## src/rtl/ads127l01_pkg.sv

```systemverilog
// ads127l01_pkg: shared receiver state encoding and CRC-8 helpers for the
// ADS127L01 frame-sync receiver.
package ads127l01_pkg;

  typedef enum logic [1:0] {
    IDLE  = 2'd0,
    SHIFT = 2'd1,
    PUSH  = 2'd2
  } rx_state_t;

  localparam int         CRC_W     = 8;
  localparam logic [7:0] CRC8_POLY = 8'h07;
  localparam logic [7:0] CRC8_INIT = 8'hFF;

  // One MSB-first step of CRC-8 over a single serial bit.
  function automatic logic [7:0] crc8_next(input logic [7:0] crc, input logic bit_in);
    logic fb;
    fb = crc[7] ^ bit_in;
    return {crc[6:0], 1'b0} ^ (fb ? CRC8_POLY : 8'h00);
  endfunction

endpackage

```

## src/rtl/ads127l01_sync_edge.sv

```systemverilog
// ads127l01_sync_edge: brings sck and its companion data lines into the aclk
// domain and flags sck rising edges, keeping data aligned with the edge.
module ads127l01_sync_edge
  import ads127l01_pkg::*;
#(
  parameter int STAGES = 2,
  parameter int WIDTH  = 2
) (
  input  logic             aclk,
  input  logic             areset,
  input  logic             sck,
  input  logic [WIDTH-1:0] data,
  output logic             sck_rise,
  output logic [WIDTH-1:0] data_sync
);

  logic [STAGES-1:0] sck_sr;
  logic              sck_d;
  logic [WIDTH-1:0]  data_sr [STAGES];

  // Presetting to 0 means a line already high at reset release looks like a
  // fresh rise, which the fsync history register then qualifies.
  always_ff @(posedge aclk) begin
    if (areset) begin
      sck_sr <= '0;
      sck_d  <= 1'b0;
      for (int i = 0; i < STAGES; i++) data_sr[i] <= '0;
    end else begin
      sck_sr     <= {sck_sr[STAGES-2:0], sck};
      sck_d      <= sck_sr[STAGES-1];
      data_sr[0] <= data;
      for (int i = 1; i < STAGES; i++) data_sr[i] <= data_sr[i-1];
    end
  end

  assign sck_rise  = sck_sr[STAGES-1] & ~sck_d;
  assign data_sync = data_sr[STAGES-1];

endmodule

```

## src/rtl/ads127l01_fsync_rx.sv

```systemverilog
// ads127l01_fsync_rx: ADS127L01 frame-sync master-mode serial receiver with an
// AXI-Stream sample output. Define ADS127L01_RX_CRC_EN to receive and check the CRC-8 byte.
//
// state | meaning
// IDLE  | waiting for an fsync 0->1 frame start with en=1
// SHIFT | capturing frame bits on sck rising edges
// PUSH  | frame complete; present word or count an overrun
module ads127l01_fsync_rx
  import ads127l01_pkg::*;
#(
  parameter int DATA_W      = 24,
  parameter int SYNC_STAGES = 2
) (
  input  logic        aclk,
  input  logic        areset,
  input  logic        en,
  input  logic        sck,
  input  logic        dout,
  input  logic        fsync,
  output logic [31:0] m_axis_tdata,
  output logic        m_axis_tvalid,
  input  logic        m_axis_tready,
  output logic        m_axis_tuser,
  output logic [15:0] overrun_cnt,
  output logic        frame_err
);

`ifdef ADS127L01_RX_CRC_EN
  localparam int FRAME_BITS = DATA_W + CRC_W;
`else
  localparam int FRAME_BITS = DATA_W;
`endif
  localparam int               CNT_W     = $clog2(FRAME_BITS + 1);
  localparam logic [CNT_W-1:0] LAST_LEFT = CNT_W'(FRAME_BITS - 1);

  rx_state_t                state;
  logic [FRAME_BITS-1:0]    shreg;
  logic [CNT_W-1:0]         bits_left;
  logic                     fsync_prev;
  logic                     sck_rise;
  logic [1:0]               data_sync;
  logic                     dout_s;
  logic                     fsync_s;
  logic                     frame_start;
  logic signed [DATA_W-1:0] word;
  logic [31:0]              word_ext;

  ads127l01_sync_edge #(
    .STAGES (SYNC_STAGES),
    .WIDTH  (2)
  ) u_sync_edge (
    .aclk      (aclk),
    .areset    (areset),
    .sck       (sck),
    .data      ({fsync, dout}),
    .sck_rise  (sck_rise),
    .data_sync (data_sync)
  );

  assign fsync_s     = data_sync[1];
  assign dout_s      = data_sync[0];
  assign frame_start = sck_rise & fsync_s & ~fsync_prev;
  assign word        = shreg[FRAME_BITS-1 -: DATA_W];
  assign word_ext    = 32'(word);

`ifdef ADS127L01_RX_CRC_EN
  logic [7:0] crc;
  logic       crc_err;
  assign crc_err = (crc != shreg[CRC_W-1:0]);
`else
  assign m_axis_tuser = 1'b0;
`endif

  always_ff @(posedge aclk) begin
    if (areset) begin
      state         <= IDLE;
      shreg         <= '0;
      bits_left     <= '0;
      fsync_prev    <= 1'b0;
      m_axis_tdata  <= '0;
      m_axis_tvalid <= 1'b0;
      overrun_cnt   <= '0;
      frame_err     <= 1'b0;
`ifdef ADS127L01_RX_CRC_EN
      crc           <= CRC8_INIT;
      m_axis_tuser  <= 1'b0;
`endif
    end else begin
      frame_err <= 1'b0;
      if (sck_rise) fsync_prev <= fsync_s;
      if (m_axis_tvalid && m_axis_tready) m_axis_tvalid <= 1'b0;

      case (state)
        IDLE, SHIFT: begin
          if (!en) begin
            state <= IDLE;
          end else if (frame_start) begin
            // A start while shifting abandons the partial word.
            frame_err <= (state == SHIFT);
            state     <= SHIFT;
            shreg     <= FRAME_BITS'(dout_s);
            bits_left <= LAST_LEFT;
`ifdef ADS127L01_RX_CRC_EN
            crc       <= crc8_next(CRC8_INIT, dout_s);
`endif
          end else if (state == SHIFT && sck_rise) begin
            shreg     <= {shreg[FRAME_BITS-2:0], dout_s};
            bits_left <= bits_left - CNT_W'(1);
`ifdef ADS127L01_RX_CRC_EN
            if (bits_left > CNT_W'(CRC_W)) crc <= crc8_next(crc, dout_s);
`endif
            if (bits_left == CNT_W'(1)) state <= PUSH;
          end
        end

        PUSH: begin
          state <= IDLE;
          if (!m_axis_tvalid || m_axis_tready) begin
            m_axis_tdata  <= word_ext;
            m_axis_tvalid <= 1'b1;
`ifdef ADS127L01_RX_CRC_EN
            m_axis_tuser  <= crc_err;
`endif
          end else if (overrun_cnt != 16'hFFFF) begin
            overrun_cnt <= overrun_cnt + 16'd1;
          end
        end

        default: state <= IDLE;
      endcase
    end
  end

endmodule

```

## config.mk

```make
export PLATFORM = sky130hd
export DESIGN_NAME = ads127l01_fsync_rx
export DESIGN_NICKNAME = d
export VERILOG_FILES = /design/src/rtl/ads127l01_pkg.sv /design/src/rtl/ads127l01_sync_edge.sv /design/src/rtl/ads127l01_fsync_rx.sv
export SDC_FILE = /design/constraint.sdc
export NUM_CORES = 1
export LEC_CHECK = 0
export CAP_MARGIN = 20
export CORE_UTILIZATION = 45
export DETAILED_ROUTE_END_ITERATION = 7
export GPL_TIMING_DRIVEN = 0
export PLACE_DENSITY = 0.72
export SLEW_MARGIN = 20
export SYNTH_ARGS = -nofsm -noshare
export SYNTH_HDL_FRONTEND = slang
export SYNTH_SLANG_ARGS = --single-unit
```

## constraint.sdc

```tcl
create_clock -name aclk -period 2.07 [get_ports aclk]
set_clock_uncertainty 0.05 [all_clocks]
set_input_delay 0.414 -clock aclk [delete_from_list [all_inputs] [get_ports aclk]]
set_output_delay 0.414 -clock aclk [all_outputs]
set_load 0.005 [all_outputs]
```

# [After elaboration in Yosys (flattened, before gate mapping)]
# Memories as Yosys holds them, arrays and structs flattened.
# Index checks and enable logic that the tools add are counted.
[word_totals] word_cells=60 out_inout_bits=51 n_memories=1 ramBits=4 register_bits=77 in_bits=7
[classes] n_addsub=2 mux=15 n_reduce_logical=16 n_eq_ne=4 bitwise=11
[memory_table] name="u_sync_edge.data_sr" depth=2 width=2 rd=2 rd_clocked_by_memory_dff=0 wr=2 line_no="ads127l01_sync_edge.sv:19" source="logic [WIDTH-1:0] data_sr [STAGES];"
[op_table] op="two-way mux 24 bit" count=2
[op_table] op="adder 16 x 1 -> 16 bit (second input constant)" count=1
[op_table] op="inequality test 16 bit (second input constant)" count=1
[op_table] op="two-way mux 5 bit" count=2
[op_table] op="two-way mux 1 bit" count=9
[op_table] op="OR reduction 4 bit" count=2
[op_table] op="NOT 1 bit" count=6
[op_table] op="AND reduction 2 bit" count=3
[op_table] op="AND reduction 3 bit" count=2
[op_table] op="equality test 5 x 1 -> 1 bit (second input constant)" count=1
[op_table] op="subtractor 5 x 1 -> 5 bit (second input constant)" count=1
[op_table] op="two-way mux 2 bit" count=2
[op_table] op="nonzero test 2 bit" count=2
[op_table] op="bitwise AND 1 bit" count=3
[op_table] op="OR reduction 3 bit" count=1
[op_table] op="equality test 2 x 1 -> 1 bit (second input constant)" count=1
[op_table] op="equality test 2 bit (second input constant)" count=1
[op_table] op="logical AND 1 bit" count=2
[op_table] op="logical NOT 2 bit" count=1
[op_table] op="bitwise OR 1 bit" count=2
[op_table] op="OR reduction 2 bit" count=1
[op_table] op="logical NOT 1 bit" count=1
[op_table] op="logical OR 1 bit" count=1

# [Depth between registers and ports, before layout]
# Gate-level depths: netlist of run 1.
[depth] depth_word=6 depth_mapped=6

# [By module]
# Synthesis of run 1 repeated with hierarchy kept, for this count alone.
[unflattened] hier_cells=350 hier_area_um2=3186.8
[modules_own_cells] mod="ads127l01_fsync_rx" instances=1 seq_area_each_um2=1481.4 cells_per_inst=333 area_each_um2=2981.6
[modules_own_cells] mod="ads127l01_sync_edge" instances=1 seq_area_each_um2=140.1 cells_per_inst=17 area_each_um2=205.2

# [Worst setup path after synthesis of run 1]
# No wires, ideal clock.
[synth_path] kind="reg-to-reg" from="register overrun_cnt[0]" to="register overrun_cnt[14]" path_stages_with_launch=6 arrival_time_ns=1.650 slack_ns=0.300 path_buffers=0 setup_ns=0.070 path_cell_list="dfxtp_1 > ha_1 > nand3_1 > or3_4 > or4_1 > a21oi_1"
[synth_between] elab_chain_cells=2 elab_cells_between_ends=3
[synth_rtl] item="start, declared" line_no="ads127l01_fsync_rx.sv:24" source="output logic [15:0] overrun_cnt,"
[synth_rtl] item="start signal, assigned" line_no="ads127l01_fsync_rx.sv:125" source="overrun_cnt <= overrun_cnt + 16'd1;"
[synth_rtl] item="parallel branches: the longest is 2 deep, another holds adder 16 x 1 -> 16 bit"
# Parallel ways; which one is timed is not known.
# A chain may end at the register's enable or synchronous reset.

==> metrics.cfg, run 1 <==
[logic_synthesis]
synth-edff-count = 0
synth_top_cells_by_area = dfxtp_1 50%, nand2_1 6.7%, a21oi_1 6.5%, a22oi_1 5.4%, nor2_1 4.2%
synth_warnings = 0
synth_cells = 360
synth.lib_cells_used.distinct = 49
synth_async_reset_ratio_pct = 0
net_count_of_the_mapped_netlist = 370
synthMostInstantiatedCell = dfxtp_1
synth_top_area_share_pct = 50.43
netlist_area_mm2 = 0.003216
ys_seq_elements = 81
cell_type_contributing_the_most_total_cell_area_after_synthesis = dfxtp_1
ys_dominant_reg_cell = dfxtp_1
postSynthAreaPerCell_um2 = 8.932
synth_sequential_area_ratio_pct = 50.43
synth.cells.most_frequent = 81 x dfxtp_1, 57 x nand2_1, 42 x a21oi_1

[drt]
drt_first_pass_iters = 4
drc = 0
avgRoutedWirePerCell_um = 12.88
route.antenna.remaining_nets = 0
dr.first_iter.drc_count = 132
wl_um = 6816
vias_per_cell = 5.170
via_count = 2735

[setup_path]
cp_data_arrival_time_ns = 1.51
critPathKind = reg2out
cp.required_ns = 1.61
r2r_cells = 5
start_kind = flip-flop
critPathMaxFanout = 10
critPathCaptureType = output port

[global_routing]
gr-total-overflow = 0
grtUsageTotal_pct = 19.38
number_of_antenna_violations_at_the_first_check_in_global_routing = 0
grt_pass1_wl_um = 11190
grt_max_degree = 14
vias_in_the_first_global_route = 2428

[power]
power_report.internal_total_w = 0.002049
power_per_cell_area_mw_per_mm2 = 652.8
net_switching_power_figure_w = 0.0006114
leakage_nw = 1.416
ir_worst_vdd_uv = 437.2
power_switching_share_pct = 22.98
share_of_total_power_in_combinational_logic_pct = 2.4
power_frac_seq_pct = 58.9
clock_power_share_pct = 38.7
report.power.total_w = 0.002660

[final_layout]
post-route-util_pct = 59.65
num-nets-final = 438
areaGrowthSynthToFinish_pct = 26.73
layout-drive-gt1-share_pct = 9.238
number_of_diodes_added_for_antenna_fixing = 0

[timing]
final_min_period_over_clock_period_pct = 95.27
rsz0062_at_grt = no
max_clock_freq_mhz = 507.1
holdWs_ns = 0.3754
worst-slew-pin-transition_ns = 0.6163
worst_slew_margin_rel_pct = 58.35
drv_slew = 0
finalCriticalPeriod_ns = 1.972
setup_viol = 0
hold_viol = 0

[worst_hold_path]
worstHoldPathCells = 3
timing.hold.worst.class = in2reg

[cts]
tritoncts = built
clock-root-buffer = clkbuf_8
clock_sinks = 81
number_of_buffers_inserted_during_clock_tree_synthesis = 9
cts_htree_levels = 3
cts_hold_buf = 0
clk_pin_slew_worst_paths_ns = 0.08
ctsLongestPathBuffers = 2
clkLatencyLatePin_ns = 0.36

[floorplanning]
coreArea_mm2 = 0.006832
floorplan.die.width_um = 86.53
dieHeight_um = 86.53
rows = 30
pin_count = 58
start_util_pct = 47.07
die_area_mm2 = 0.007487

[place]
numPortBuffers = 55
hpwl_after_detailed_placement_um = 4801
final_replace_weighted_congestion = 0.7922

[flow_run]
cap_violations = 0

[outcome]
result_of_the_run = complete, no violations

-- state kept, by name, summed over array words and instances, names as in the netlist --
name,cells
shreg,24
bits_left,5
u_sync_edge.sck_sr,2
state,2
m_axis_tvalid,1
m_axis_tdata,24
u_sync_edge.sck_d,1
frame_err,1
u_sync_edge.data_sr,4
fsync_prev,1
overrun_cnt,16
-- cell usage in the layout, fill, tap and decap left out, drive strengths merged, types with 5 or more instances in the layout --
cell | netlist | final
dfxtp | 81 | 81
nand2 | 57 | 57
clkdlybuf4s50 | 0 | 55
a21oi | 42 | 42
nor2 | 36 | 36
clkbuf | 20 | 30
a22oi | 23 | 23
buf | 11 | 13
nor2b | 11 | 11
o21ai | 8 | 8
o31ai | 6 | 6
or4 | 6 | 6
clkinv | 0 | 6
or3 | 5 | 5
nand4 | 5 | 5
-- kinds of logic (layout without fill, tap and decap cells) --
| kind of cell | Yosys count | in the layout | synth area share (%) |
|---|---|---|---|
| and+or+nand+nor | 150 | 150 | 24.55 |
| other | 1 | 1 | 0.1166 |
| muxes | 4 | 4 | 1.323 |
| DFF | 81 | 81 | 50.43 |
| AOI/OAI and AO/OA | 87 | 87 | 16.69 |
| buffers and inverters | 34 | 107 | 5.720 |
| adders and majority gates | 3 | 3 | 1.167 |
-- worst max-delay path, stage by stage (launching register included) --
cell	delay [ns]
dfxtp_1	0.49
buf_4	0.16
clkdlybuf4s50_1	0.49
-- through the flow --
stage	instances	worst slack, ns	cell area (um^2)	setup TNS [ns]
after floorplan	360	0.3002	3216	0
after global placement	511	-0.1978	3886	-4.232
after detailed placement	511	-0.2449	3886	-5.084
after CTS	527	0.07331	4058	0
after global routing	529	0.02703	4075	0
final	529	0.09792	4075	0
-- layout make-up --
class	count	area [um^2]
clock buffer	10	137.6
timing repair buffer	57	565.5
tap	96	120.1
sequential	81	1622
clock inverter	6	33.78
buffer	31	175.2
multi-input combinational	245	1410
fill	638	2756
inverter	3	11.26
-- power by group through the flow --
stage                     Combinational [W]  Sequential (W)  Clock, W
after global placement            0.0000635         0.00160         0
after global routing              0.0000719         0.00157   0.00113
final                             0.0000639         0.00157   0.00103
after floorplan                   0.0000406         0.00160         0
after CTS                         0.0000648         0.00157   0.00104
after detailed placement          0.0000647         0.00160         0
-- layer usage --
metal	up-vias	track usage, %	share of wire (%)
met5	-	0	0
met4	0	6.970	1.7
met3	15	5.524	3.6
met2	52	32.25	48
met1	1272	23.99	46
li1	1396	-	-
-- final timing paths --
kind                                         from  slack, ns                                    to
max                 m_axis_tdata[23]$_SDFFE_PP0P_        0.1                      m_axis_tdata[27]
min                                        areset       0.38                 state[0]$_SDFFE_PP0P_
max reg2reg           overrun_cnt[0]$_SDFFE_PP0P_       0.16          overrun_cnt[14]$_SDFFE_PP0P_
min reg2reg  u_sync_edge.data_sr[0][1]$_SDFF_PP0_       0.39  u_sync_edge.data_sr[0][3]$_SDFF_PP0_
-- timing repair --
action,CTS,global route
setup endpoints to repair,0,1
resized for setup,0,2
setup buffers,0,2
Power figures use the tool's default switching activity.
==> inputs of run 2 (changes only) <==
Settings changed: REMOVE_ABC_BUFFERS set to 1.
==> metrics.cfg, run 2 (synthesized netlist as in run 1, its figures left out) <==
[outcome]
result_of_the_run = complete, no violations

[timing]
rsz0062_at_grt = no
worst_slew_margin_rel_pct = 36.38  ; -22 points
worst-slew-pin-transition_ns = 0.9543  ; +0.3380 ns
max_clock_freq_mhz = 513.6  ; +1.3%
holdWs_ns = 0.3669  ; -0.008541 ns
final_min_period_over_clock_period_pct = 94.06  ; -1.2 points
hold_viol = 0  ; unchanged
drv_slew = 0  ; unchanged
setup_viol = 0  ; unchanged
final.setup.worst_slack_ns = 0.1229  ; +0.02496 ns
finalCriticalPeriod_ns = 1.947  ; -0.02496 ns

[final_layout]
number_of_diodes_added_for_antenna_fixing = 0  ; unchanged
layout-drive-gt1-share_pct = 8.354  ; -0.88 points
post-route-util_pct = 58.61  ; -1.0 points
layout.cells.non_filler = 503  ; -4.9%
reg_top3 = m_axis_tdata: 24 flops, shreg: 24 flops, overrun_cnt: 16 flops
areaGrowthSynthToFinish_pct = 24.51
num-nets-final = 412  ; -5.9%
leading_cell_type_in_the_layout_fill_and_taps_excluded = dfxtp_1
final_cell_mix = 81 x dfxtp_1, 57 x nand2_1, 55 x clkdlybuf4s50_1, 42 x a21oi_1, 36 x nor2_1

[setup_path]
critPathMaxFanout = 6  ; -4
timing.reg2reg.setup_slack_ns = 0.20  ; +0.04 ns
critPathCaptureType = flip-flop
cp.required_ns = 2.31  ; +0.70 ns
start_kind = input port
series_of_cell_instances_along_the_critical_path = clkdlybuf4s50_1 > nand4bb_4 > or3_4 > or4_1 > a21oi_1
crit_path_launch = m_axis_tready
r2r_cells = 5  ; unchanged
worst_path_dominant_cell_family = simple AND/OR/NAND/NOR gates
rr_startpoint = overrun_cnt[0]$_SDFFE_PP0P_
critPathKind = in2reg
critPathBufInv = 1  ; -1
worst_r2r_endpoint = overrun_cnt[14]$_SDFFE_PP0P_
cp_data_arrival_time_ns = 2.18  ; +0.67 ns
critical-path-max-stage-delay_ns = 0.48  ; about the same
critical_path.slowest_cell = or4_1

[global_routing]
grt_met3_usage_pct = 3.429  ; -2.1 points
grtUsageTotal_pct = 17.58  ; -1.8 points
grt-busiest-layer = met2
vias_in_the_first_global_route = 2351  ; -3.2%
use_met1_pct = 22.11  ; -1.9 points
number_of_antenna_violations_at_the_first_check_in_global_routing = 0  ; unchanged
gr-total-overflow = 0  ; unchanged
grt_max_degree = 61  ; +47
grt_pass1_wl_um = 10450  ; -6.7%
grt_util_met2_pct = 28.57  ; -3.7 points

[cts]
clk_pin_slew_worst_paths_ns = 0.08  ; about the same
cts_setup_buffers = 2  ; +2
number_of_buffers_inserted_during_clock_tree_synthesis = 9  ; unchanged
clock-root-buffer = clkbuf_8
tritoncts = built
ctsLongestPathBuffers = 2  ; unchanged
clock_sinks = 81  ; unchanged
cts_repair_resize_count = 0  ; unchanged
cts_htree_levels = 3  ; unchanged
cts_hold_buf = 0  ; unchanged
clkLatencyLatePin_ns = 0.35  ; about the same

[place]
preCtsSetupSlack_ns = -0.2361  ; +0.008810 ns
final_replace_weighted_congestion = 0.7688  ; -3.0%
post-place-cells = 485  ; -5.1%
hpwl_after_detailed_placement_um = 4073  ; -15%
numPortBuffers = 56  ; +1.8%

[floorplanning]
start_util_pct = 47.07  ; unchanged
die_area_mm2 = 0.007487  ; unchanged
dieHeight_um = 86.53  ; unchanged
floorplan.die.width_um = 86.53  ; unchanged
rows = 30  ; unchanged
coreArea_mm2 = 0.006832  ; unchanged
pin_count = 58  ; unchanged

[worst_hold_path]
worstHoldPathCells = 2  ; -1
min_from = areset
timing.hold.worst.class = in2reg
min_delay_worst_endpoint = overrun_cnt[0]$_SDFFE_PP0P_

[drt]
drt_first_pass_iters = 4  ; unchanged
via_count = 2663  ; -2.6%
wl_um = 6209  ; -8.9%
vias_per_cell = 5.294  ; +2.4%
route.antenna.remaining_nets = 0  ; unchanged
drc = 0  ; unchanged
avgRoutedWirePerCell_um = 12.34  ; -4.2%
dr.first_iter.drc_count = 172  ; +30%

[power]
ir_worst_vdd_uv = 434.1  ; -0.72%
leakage_nw = 1.355  ; -4.3%
power_per_cell_area_mw_per_mm2 = 689.5  ; +5.6%

[flow_run]
cap_violations = 0  ; unchanged

run 2: per-layer routing:
layer	routed length (um)	vias to the layer above
met2	2975	61
met1	2878	1253
li1	-	1339
met5	0	-
met4	119	0
met3	235	10
run 2: cell type report:
| cell class | instances | area [um^2] |
|---|---|---|
| Fill cell | 608 | 2828 |
| Sequential cell | 81 | 1622 |
| Multi-Input combinational cell | 245 | 1435 |
| Timing Repair Buffer | 62 | 619.3 |
| Clock buffer | 10 | 127.6 |
| Tap cell | 96 | 120.1 |
| Clock inverter | 6 | 68.82 |
| Inverter | 3 | 11.26 |
run 2: metrics by stage:
stage / TNS, ns / total power (W) / instance area [um^2]
after floorplan: -12.23 / 0.001617 / 3043
after global placement: -110.06 / 0.001655 / 3724
after global routing: 0 / 0.002876 / 4004
final: 0 / 0.002761 / 4004
after CTS: 0 / 0.002787 / 4004
after detailed placement: -3.662 / 0.001661 / 3792
run 2: power by group:
part | leakage (nW) | internal, W | switching [W]
logic | 0.605 | 0.0000230 | 0.0000343
registers | 0.653 | 0.00156 | 0.00000290
clock network | 0.0964 | 0.000562 | 0.000575
run 2: how the worst max path moves through the flow:
stage,to,slack [ns],cells after the start
final,overrun_cnt[14]$_SDFFE_PP0P_,0.12,5
after global routing,overrun_cnt[2]$_SDFFE_PP0P_,0.03,6
after CTS,overrun_cnt[14]$_SDFFE_PP0P_,0.14,5
after detailed placement,overrun_cnt[14]$_SDFFE_PP0P_,-0.24,5
after global placement,bits_left[0]$_SDFFE_PP0P_,-1.88,5
after floorplan,bits_left[4]$_SDFFE_PP0P_,-0.51,4
